$ cat config.mk
export PLATFORM = sky130hd
export DESIGN_NAME = pkt_frame_decoder
export DESIGN_NICKNAME = d
export VERILOG_FILES = /design/src/rtl/pkt_decode_pkg.sv /design/src/rtl/pkt_word_timeout.sv /design/src/rtl/pkt_frame_decoder.sv
export SDC_FILE = /design/constraint.sdc
export NUM_CORES = 1
export LEC_CHECK = 0
export CORE_MARGIN = 2
export CORE_UTILIZATION = 30
export CTS_BUF_LIST = sky130_fd_sc_hd__clkbuf_8
export DETAILED_ROUTE_END_ITERATION = 7
export GPL_TIMING_DRIVEN = 0
export PLACE_DENSITY_LB_ADDON = 0.25
export SYNTH_ARGS = -nofsm -noshare
export SYNTH_HDL_FRONTEND = slang
export SYNTH_SLANG_ARGS = --single-unit
$ cat constraint.sdc
create_clock -name i_clk -period 3.28 [get_ports i_clk]
set_input_delay 0.492 -clock i_clk [delete_from_list [all_inputs] [get_ports i_clk]]
set_output_delay 0.492 -clock i_clk [all_outputs]
set_load 0.1 [all_outputs]
$ cat src/rtl/pkt_decode_pkg.sv
// Shared types and constants for the packet frame decoder.
// ST_CSUM exists only when PKT_DECODE_CHECKSUM_EN is defined.
package pkt_decode_pkg;

  typedef enum logic [2:0] {
    ST_IDLE,
    ST_CMD,
    ST_LEN,
    ST_PAYLOAD
`ifdef PKT_DECODE_CHECKSUM_EN
    ,
    ST_CSUM
`endif
  } state_t;

  localparam logic [1:0] ERR_NONE    = 2'd0;
  localparam logic [1:0] ERR_LEN     = 2'd1;
  localparam logic [1:0] ERR_TIMEOUT = 2'd2;
  localparam logic [1:0] ERR_CSUM    = 2'd3;

  localparam logic [31:0] DEF_RESYNC_WORD = 32'h1EDC6F41;
  localparam logic [31:0] DEF_SOP_WORD    = 32'h741B8CD7;

endpackage

$ cat src/rtl/pkt_word_timeout.sv
// Idle-cycle counter between words; expires after TIMEOUT_CYCLES.
// TIMEOUT_CYCLES == 0 builds no counter and never expires.
module pkt_word_timeout #(
  parameter logic [23:0] TIMEOUT_CYCLES = 24'd1_000_000
) (
  input  logic i_clk,
  input  logic i_reset,
  input  logic i_clear,
  input  logic i_enable,
  output logic o_expire
);

  generate
    if (TIMEOUT_CYCLES == 24'd0) begin : g_off
      assign o_expire = 1'b0;
    end else begin : g_on
      logic [23:0] count;

      always_ff @(posedge i_clk or posedge i_reset) begin
        if (i_reset) begin
          count <= '0;
        end else if (i_clear) begin
          count <= '0;
        end else if (i_enable) begin
          count <= count + 24'd1;
        end
      end

      // fires during the TIMEOUT_CYCLES-th idle cycle
      assign o_expire = i_enable && !i_clear &&
                        (count == TIMEOUT_CYCLES - 24'd1);
    end
  endgenerate

endmodule

$ cat src/rtl/pkt_frame_decoder.sv
// Word-level packet decoder: SOP, command, length, payload stream.
// Define PKT_DECODE_CHECKSUM_EN to add a trailing XOR checksum word.
module pkt_frame_decoder
  import pkt_decode_pkg::*;
#(
  parameter int                DATA_W         = 32,
  parameter logic [DATA_W-1:0] RESYNC_WORD    = DATA_W'(DEF_RESYNC_WORD),
  parameter logic [DATA_W-1:0] SOP_WORD       = DATA_W'(DEF_SOP_WORD),
  parameter int                CMD_W          = 2,
  parameter int                CMD_LSB        = 24,
  parameter int                LEN_W          = 16,
  parameter logic [LEN_W-1:0]  MAX_LEN        = 16'd4096,
  parameter bit                LEN_BYTESWAP   = 1'b1,
  parameter logic [23:0]       TIMEOUT_CYCLES = 24'd1_000_000
) (
  input  logic              i_clk,
  input  logic              i_reset,
  input  logic              i_recv_word_cmd,
  input  logic [DATA_W-1:0] i_recv_word_data,
  output logic [CMD_W-1:0]  o_packet_command,
  output logic [DATA_W-1:0] o_payload_data_word,
  output logic              o_payload_word_recv,
  output logic              o_payload_last,
  output logic              o_packet_fully_decoded,
  output logic              o_packet_error,
  output logic [1:0]        o_error_code,
  output logic              o_reset,
  output logic              o_busy
);

  state_t            state;
  logic [LEN_W-1:0]  remaining;
  logic [LEN_W-1:0]  len_val;
  logic              tmo_expire;
  logic              is_resync;
`ifdef PKT_DECODE_CHECKSUM_EN
  logic [DATA_W-1:0] csum;
`endif

  assign is_resync = i_recv_word_cmd &&
                     (i_recv_word_data == RESYNC_WORD);

  // little-endian host: byte 0 of the length sits in the top byte
  always_comb begin
    len_val = i_recv_word_data[LEN_W-1:0];
    if (LEN_BYTESWAP) begin
      for (int i = 0; i < LEN_W / 8; i++) begin
        len_val[8*i +: 8] = i_recv_word_data[DATA_W-8-8*i +: 8];
      end
    end
  end

  pkt_word_timeout #(
    .TIMEOUT_CYCLES(TIMEOUT_CYCLES)
  ) u_timeout (
    .i_clk   (i_clk),
    .i_reset (i_reset),
    .i_clear (i_recv_word_cmd || state == ST_IDLE),
    .i_enable(state != ST_IDLE),
    .o_expire(tmo_expire)
  );

  always_ff @(posedge i_clk or posedge i_reset) begin
    if (i_reset) begin
      state                  <= ST_IDLE;
      remaining              <= '0;
      o_packet_command       <= '0;
      o_payload_data_word    <= '0;
      o_payload_word_recv    <= 1'b0;
      o_payload_last         <= 1'b0;
      o_packet_fully_decoded <= 1'b0;
      o_packet_error         <= 1'b0;
      o_error_code           <= ERR_NONE;
      o_reset                <= 1'b0;
      o_busy                 <= 1'b0;
`ifdef PKT_DECODE_CHECKSUM_EN
      csum                   <= '0;
`endif
    end else begin
      o_payload_word_recv    <= 1'b0;
      o_payload_last         <= 1'b0;
      o_packet_fully_decoded <= 1'b0;
      o_packet_error         <= 1'b0;
      o_reset                <= 1'b0;
      if (is_resync) begin
        state   <= ST_IDLE;
        o_busy  <= 1'b0;
        o_reset <= 1'b1;
      end else if (tmo_expire) begin
        state          <= ST_IDLE;
        o_busy         <= 1'b0;
        o_packet_error <= 1'b1;
        o_error_code   <= ERR_TIMEOUT;
      end else if (i_recv_word_cmd) begin
        unique case (state)
          ST_IDLE: begin
            if (i_recv_word_data == SOP_WORD) begin
              state  <= ST_CMD;
              o_busy <= 1'b1;
            end
          end
          ST_CMD: begin
            o_packet_command <= i_recv_word_data[CMD_LSB +: CMD_W];
            state            <= ST_LEN;
          end
          ST_LEN: begin
`ifdef PKT_DECODE_CHECKSUM_EN
            csum <= '0;
`endif
            if (len_val > MAX_LEN) begin
              state          <= ST_IDLE;
              o_busy         <= 1'b0;
              o_packet_error <= 1'b1;
              o_error_code   <= ERR_LEN;
            end else if (len_val == '0) begin
`ifdef PKT_DECODE_CHECKSUM_EN
              state <= ST_CSUM;
`else
              state                  <= ST_IDLE;
              o_busy                 <= 1'b0;
              o_packet_fully_decoded <= 1'b1;
`endif
            end else begin
              remaining <= len_val;
              state     <= ST_PAYLOAD;
            end
          end
          ST_PAYLOAD: begin
            o_payload_word_recv <= 1'b1;
            o_payload_data_word <= i_recv_word_data;
            remaining           <= remaining - LEN_W'(1);
`ifdef PKT_DECODE_CHECKSUM_EN
            csum <= csum ^ i_recv_word_data;
`endif
            if (remaining == LEN_W'(1)) begin
              o_payload_last <= 1'b1;
`ifdef PKT_DECODE_CHECKSUM_EN
              state <= ST_CSUM;
`else
              state                  <= ST_IDLE;
              o_busy                 <= 1'b0;
              o_packet_fully_decoded <= 1'b1;
`endif
            end
          end
`ifdef PKT_DECODE_CHECKSUM_EN
          ST_CSUM: begin
            state  <= ST_IDLE;
            o_busy <= 1'b0;
            if (i_recv_word_data == csum) begin
              o_packet_fully_decoded <= 1'b1;
            end else begin
              o_packet_error <= 1'b1;
              o_error_code   <= ERR_CSUM;
            end
          end
`endif
          default: begin
            state  <= ST_IDLE;
            o_busy <= 1'b0;
          end
        endcase
      end
    end
  end

endmodule

* Word-level counts from Yosys, hierarchy flattened
Cells that the tools add are included.
Storage, ports and cells: flip-flop bits (word level) 85, bits of input ports 35, output and inout port bits 42, logic and storage cells 96
Operators by class: add/sub/neg operators 2, order comparisons 1, eq/ne operators 13, multiplexer cells 46, bitwise logic cells 2, reduce and logical (&&, ||, !) cells 20
Operators with widths (count):
- 24-bit 2-to-1 mux | 2
- 32-bit by 29-bit equality test with 1-bit output (second input constant) | 1
- 32-bit by 31-bit equality test with 1-bit output (second input constant) | 1
- 16-bit 2-to-1 mux | 2
- 16-bit one-hot mux with 2 select lines | 1
- 1-bit 2-to-1 mux | 27
- 24-bit by 1-bit adder with 24-bit output (second input constant) | 1
- 24-bit by 20-bit equality test with 1-bit output (second input constant) | 1
- 16-bit by 1-bit equality test with 1-bit output (second input constant) | 1
- 16-bit by 13-bit greater-than comparator with 1-bit output (second input constant) | 1
- 16-bit zero test | 1
- 16-bit by 1-bit subtractor with 16-bit output (second input constant) | 1
- 3-bit 2-to-1 mux | 5
- 2-bit 2-to-1 mux | 6
- 3-bit one-hot mux with 4 select lines | 1
- 4-bit AND reduction | 3
- 2-bit nonzero test | 5
- 3-bit by 2-bit equality test with 1-bit output (second input constant) | 2
- 6-bit AND reduction | 1
- 3-bit nonzero test | 2
- 5-bit inequality test (second input constant) | 1
- 5-bit AND reduction | 1
- 2-bit inequality test (second input constant) | 2
- 4-bit by 3-bit inequality test with 1-bit output (second input constant) | 1
- 11 further kinds | 14

* Logic depth before layout (Yosys ltp)
depth in word-level cells 7, mapped depth 8, depth with buffers taken out 8

* Modules after synthesis
Synthesis repeated with hierarchy kept, for this count alone.
Second synthesis, totals: cells, all modules 438, area total of the unflattened synthesis 4520.6 um2
Modules (own cells, without submodules):
- pkt_frame_decoder | instances 1, cells an instance 304, area each 3254.4 um2, seq. area each 1501.4 um2
- pkt_word_timeout | instances 1, cells an instance 134, area each 1266.2 um2, seq. area each 600.6 um2

* Worst setup path after synthesis
No wires, ideal clock.
path kind input port to flip-flop, from in i_recv_word_data[24], to reg remaining[0], library setup time 0.124 ns, data arrival time 2.378 ns, path slack 0.778 ns, stages 7, path buffers 1, cell sequence or4_2 > or2_0 > or4_1 > nand4_1 > buf_6 > nor2_1 > a211o_1
On the way: longest elaborated chain between the ends 4
Ends and longest elaborated chain:
- from (decl) | RTL line pkt_frame_decoder.sv:19 | input logic [DATA_W-1:0] i_recv_word_data,
- branches (longest 4 deep; another with 16-bit by 13-bit greater-than comparator with 1-bit output)
- to (signal assigned) | RTL line pkt_frame_decoder.sv:124 | remaining <= len_val;
- to (signal assigned) | RTL line pkt_frame_decoder.sv:131 | remaining <= remaining - LEN_W'(1);
- to (decl) | RTL line pkt_frame_decoder.sv:32 | logic [LEN_W-1:0] remaining;
Parallel ways; which one is timed is not known. The select of a mux whose other input is x is not followed. A chain may end at the register's enable or synchronous reset.

* Final worst setup path
from in i_recv_word_data[20], to reg o_payload_data_word[11]
On the way: longest elaborated chain between the ends 4
Ends and longest elaborated chain:
- 32-bit by 29-bit equality test with 1-bit output | RTL line pkt_frame_decoder.sv:41 | (i_recv_word_data == RESYNC_WORD);
- 1-bit logical AND | RTL line pkt_frame_decoder.sv:40 | assign is_resync = i_recv_word_cmd &&
- 1-bit inverter (no source line)
- 4-bit AND reduction (no source line)
- to (signal assigned) | RTL line pkt_frame_decoder.sv:130 | o_payload_data_word <= i_recv_word_data;
- to (decl) | RTL line pkt_frame_decoder.sv:21 | output logic [DATA_W-1:0] o_payload_data_word,
No other way between the ends.

==> results.sh <==
export IMPL_status="finished clean"
export IMPL_startpoint="i_recv_word_data[20]"
export IMPL_cts_made_buffers=9
export IMPL_power_internal_mw=1.592
export IMPL_synth_area_sq_um=4086
export IMPL_clk_path_buf_depth=2
export IMPL_synth_ff_type="dfrtp_1"
export IMPL_cts_setup_buffers=0
export IMPL_fin_crit_ps=3035
export IMPL_cts_resized_gates=0
export IMPL_core_area_sq_um=13300
export IMPL_fmax_mhz=329.5
export IMPL_powerDensity_nw_per_um2=454.1
export IMPL_tightest_slew_ps=1010
export IMPL_cp_start_kind="input port"
export IMPL_grt_max_degree=44
export IMPL_fin_nets=518
export IMPL_seqPwrFrac_pct=46.2
export IMPL_tns_ps=0
export IMPL_fillers=1337
export IMPL_avgViaCountPerCell=5.107
export IMPL_rrSetupSlack_ps=780
export IMPL_required_ps=3530
export IMPL_cts_tree="built"
export IMPL_drv_cap=0
export IMPL_maxSlewViolCount=0
export IMPL_synth_area_per_cell_sq_um=10.42
export IMPL_r2r_start="remaining[6]"
export IMPL_combPwrFrac_pct=22.4
export IMPL_chipWidth_um=120.7
export IMPL_r2r_end="remaining[15]"
export IMPL_crit_end="o_payload_data_word[11]"
export IMPL_cp_max_fo=10
export IMPL_wl_per_cell_um=16.66
export IMPL_vias=3376
export IMPL_hold_class="reg -> reg"
export IMPL_synth_cell_types=51
export IMPL_gp_congestion=0.8333
export IMPL_fp_dieH_um=120.7
export IMPL_p_sw_uw=812.2
export IMPL_p_leak_nw=2.180
export IMPL_std_cell_rows=42
export IMPL_htree_levels=3
export IMPL_overflow=0
export IMPL_clk_latency_ps=360
export IMPL_r2r_worst_path_cells=6
export IMPL_post_dp_hpwl_um=8162
export IMPL_dr_pass1_iters=4
export IMPL_grt_use_total_pct=15.80
export IMPL_placedCellCount=645
export IMPL_hold_viol=0
export IMPL_fin_worst_skew_ps=7.755
export IMPL_setup_viol=0
export IMPL_cts_root_buf="clkbuf_8"
export IMPL_rsz0062_at_grt="no"
export IMPL_p_clk_share_pct=31.4
export IMPL_syn_to_final_growth_pct=29.58
export IMPL_sw_frac_of_total_pct=33.78
export IMPL_end_kind="flop"
export IMPL_insertedDiodeCount=0
export IMPL_vdd_ir_drop_max_mv=0.2026
export IMPL_critical_path_class="in -> reg"
export IMPL_async_flop_share_pct=100.0
export IMPL_clk_pin_slew_worst_paths_ps=90
export IMPL_synth_seq_area_share_pct=51.44
export IMPL_post_dp_cell_area_sq_um=5090
export IMPL_antenna_found_initial=0
export IMPL_synth_yosys_warnings=0
export IMPL_worstPathArrival_ps=3280
export IMPL_synth_edf_count=0
export IMPL_grt_pass1_wl_um=17730
export IMPL_power_mw=2.404
export IMPL_clkSinkCount=84
export IMPL_drive_gt1_share_pct=13.81
export IMPL_worst_slew_margin_rel_pct=32.46
export IMPL_ys_ff_latch=84
export IMPL_syn_inst=392
export IMPL_io_buffers=76
export IMPL_ios=77
export IMPL_layout_cells_non_filler=661
export IMPL_postLayoutCellArea_sq_um=5295
export IMPL_ctsHoldBuffers=0
export IMPL_die_area_sq_um=14570
export IMPL_timing_final_crit_share_pct=92.54
export IMPL_start_util_pct=30.74
export IMPL_ant_nets=0
export IMPL_synth_nets=430
export IMPL_grt_pass1_vias=3339
export IMPL_finalHoldWorstSlack_ps=494.1
export IMPL_totalWireLength_um=11010
export IMPL_drc=0
export IMPL_first_iter_violations=149
[worst min path at each step]
stage                              from            end  slack (ps)  depth (start not counted)
final                     remaining[15]  remaining[15]         490                          1
after global routing      remaining[15]  remaining[15]         510                          1
after CTS                 remaining[15]  remaining[15]         500                          1
after detailed placement  remaining[15]  remaining[15]         490                          1
after global placement    remaining[15]  remaining[15]         480                          1
after floorplan           remaining[15]  remaining[15]         450                          1
[metrics by stage]
| step | setup WS, ps | utilization [%] |
|---|---|---|
| floorplan | 622.9 | - |
| finish | 244.7 | 39.83 |
| CTS | 71.96 | 39.79 |
| detailed placement | -323.3 | 38.28 |
| global placement | -791.2 | 38.11 |
| global route | 84.21 | 39.83 |
[critical path, stage by stage]
cell and delay [ps]:
clkdlybuf4s50_1 670, nand4b_1 160, or4_1 660, o31ai_2 440, nor2_1 270, buf_2 290
mux2_2 300
[state kept, by name (all words and copies together) (netlist names)]
| signal | flops |
|---|---|
| o_payload_data_word | 32 |
| u_timeout.g_on.count | 24 |
| remaining | 16 |
| o_error_code | 2 |
| o_packet_command | 2 |
| state | 2 |
| o_busy | 1 |
| o_packet_error | 1 |
| o_packet_fully_decoded | 1 |
| o_payload_last | 1 |
| o_payload_word_recv | 1 |
| o_reset | 1 |
[power groups by stage]
stage | sequential [mW] | combinational [mW] | clock [mW]
global route | 1.12 | 0.567 | 0.820
CTS | 1.11 | 0.542 | 0.777
floorplan | 1.37 | 0.124 | 0
finish | 1.11 | 0.538 | 0.755
detailed placement | 1.13 | 0.540 | 0
global placement | 1.13 | 0.533 | 0
[cell usage after synthesis (2+ instances only)]
| cell | count | share of area [%] |
|---|---|---|
| a21oi_1 | 15 | 1.8 |
| a22oi_1 | 5 | 0.92 |
| a32oi_1 | 2 | 0.43 |
| and3_1 | 5 | 0.77 |
| and4_1 | 2 | 0.43 |
| buf_2 | 5 | 0.61 |
| buf_6 | 3 | 0.83 |
| clkbuf_1 | 6 | 0.55 |
| dfrtp_1 | 84 | 51 |
| ha_1 | 3 | 0.92 |
| inv_1 | 8 | 0.73 |
| mux2_2 | 35 | 9.6 |
| mux2i_1 | 2 | 0.49 |
| nand2_1 | 19 | 1.7 |
| nand2b_1 | 3 | 0.46 |
| nand3_1 | 17 | 2.1 |
| nand4_1 | 6 | 0.92 |
| nand4b_1 | 5 | 1.1 |
| nor2_1 | 57 | 5.2 |
| nor3_1 | 10 | 1.2 |
| nor3b_1 | 2 | 0.37 |
| nor4_1 | 9 | 1.4 |
| nor4b_1 | 5 | 1.1 |
| o21ai_0 | 25 | 3.1 |
| o22a_1 | 2 | 0.43 |
| o31ai_1 | 2 | 0.37 |
| or3_1 | 4 | 0.61 |
| or4_1 | 8 | 1.5 |
| xnor2_1 | 5 | 1.1 |
| xor2_1 | 17 | 3.6 |
[final cells by class]
type                    count  area, sq um  share of cell area, %
flip-flops and latches     84         2102                  39.70
repair buffers             77        780.7                  14.74
plain buffers              14        81.33                  1.536
inverters                   8        32.53                 0.6144
clock inverters             7        76.32                  1.441
multi-input cells         286         1878                  35.47
well taps                 176        220.2                  4.159
clock buffers               9        123.9                  2.339
[per-layer routing]
layer / track usage, % / share of wire, % / vias to the layer above
li1: - / - / 1592
met1: 21.27 / 45 / 1668
met2: 23.66 / 45 / 101
met3: 5.142 / 7.8 / 15
met4: 5.887 / 1.8 / 0
met5: 0 / 0 / -
[layout by cell type (no fill, tap or decap), drive strengths merged, types with 3 or more instances in the layout]
master / netlist / final
nor3: 10 / 10
and3: 5 / 5
clkdlybuf4s50: 0 / 76
nand4: 6 / 6
nor4: 9 / 9
or3: 4 / 4
nand2b: 3 / 3
mux2: 35 / 35
inv: 8 / 9
o21ai: 26 / 26
dfrtp: 84 / 84
ha: 3 / 3
nor4b: 5 / 5
clkinv: 0 / 3
nand2: 19 / 19
nand3: 18 / 18
a22oi: 5 / 5
nand4b: 5 / 5
nor2: 57 / 57
or4: 10 / 10
xnor2: 5 / 5
a21oi: 15 / 15
clkbuf: 6 / 15
buf: 8 / 9
xor2: 17 / 17
[cells by family after synthesis]
kind of cell | synth area share (%)
AND/OR/NAND/NOR | 21.04
flip-flops | 51.44
AO/OA/AOI/OAI | 9.033
multiplexers | 10.13
XOR/XNOR | 4.715
buffers and inverters | 2.725
adder cells (fa/ha/maj) | 0.9187
Power figures use the tool's default switching activity.
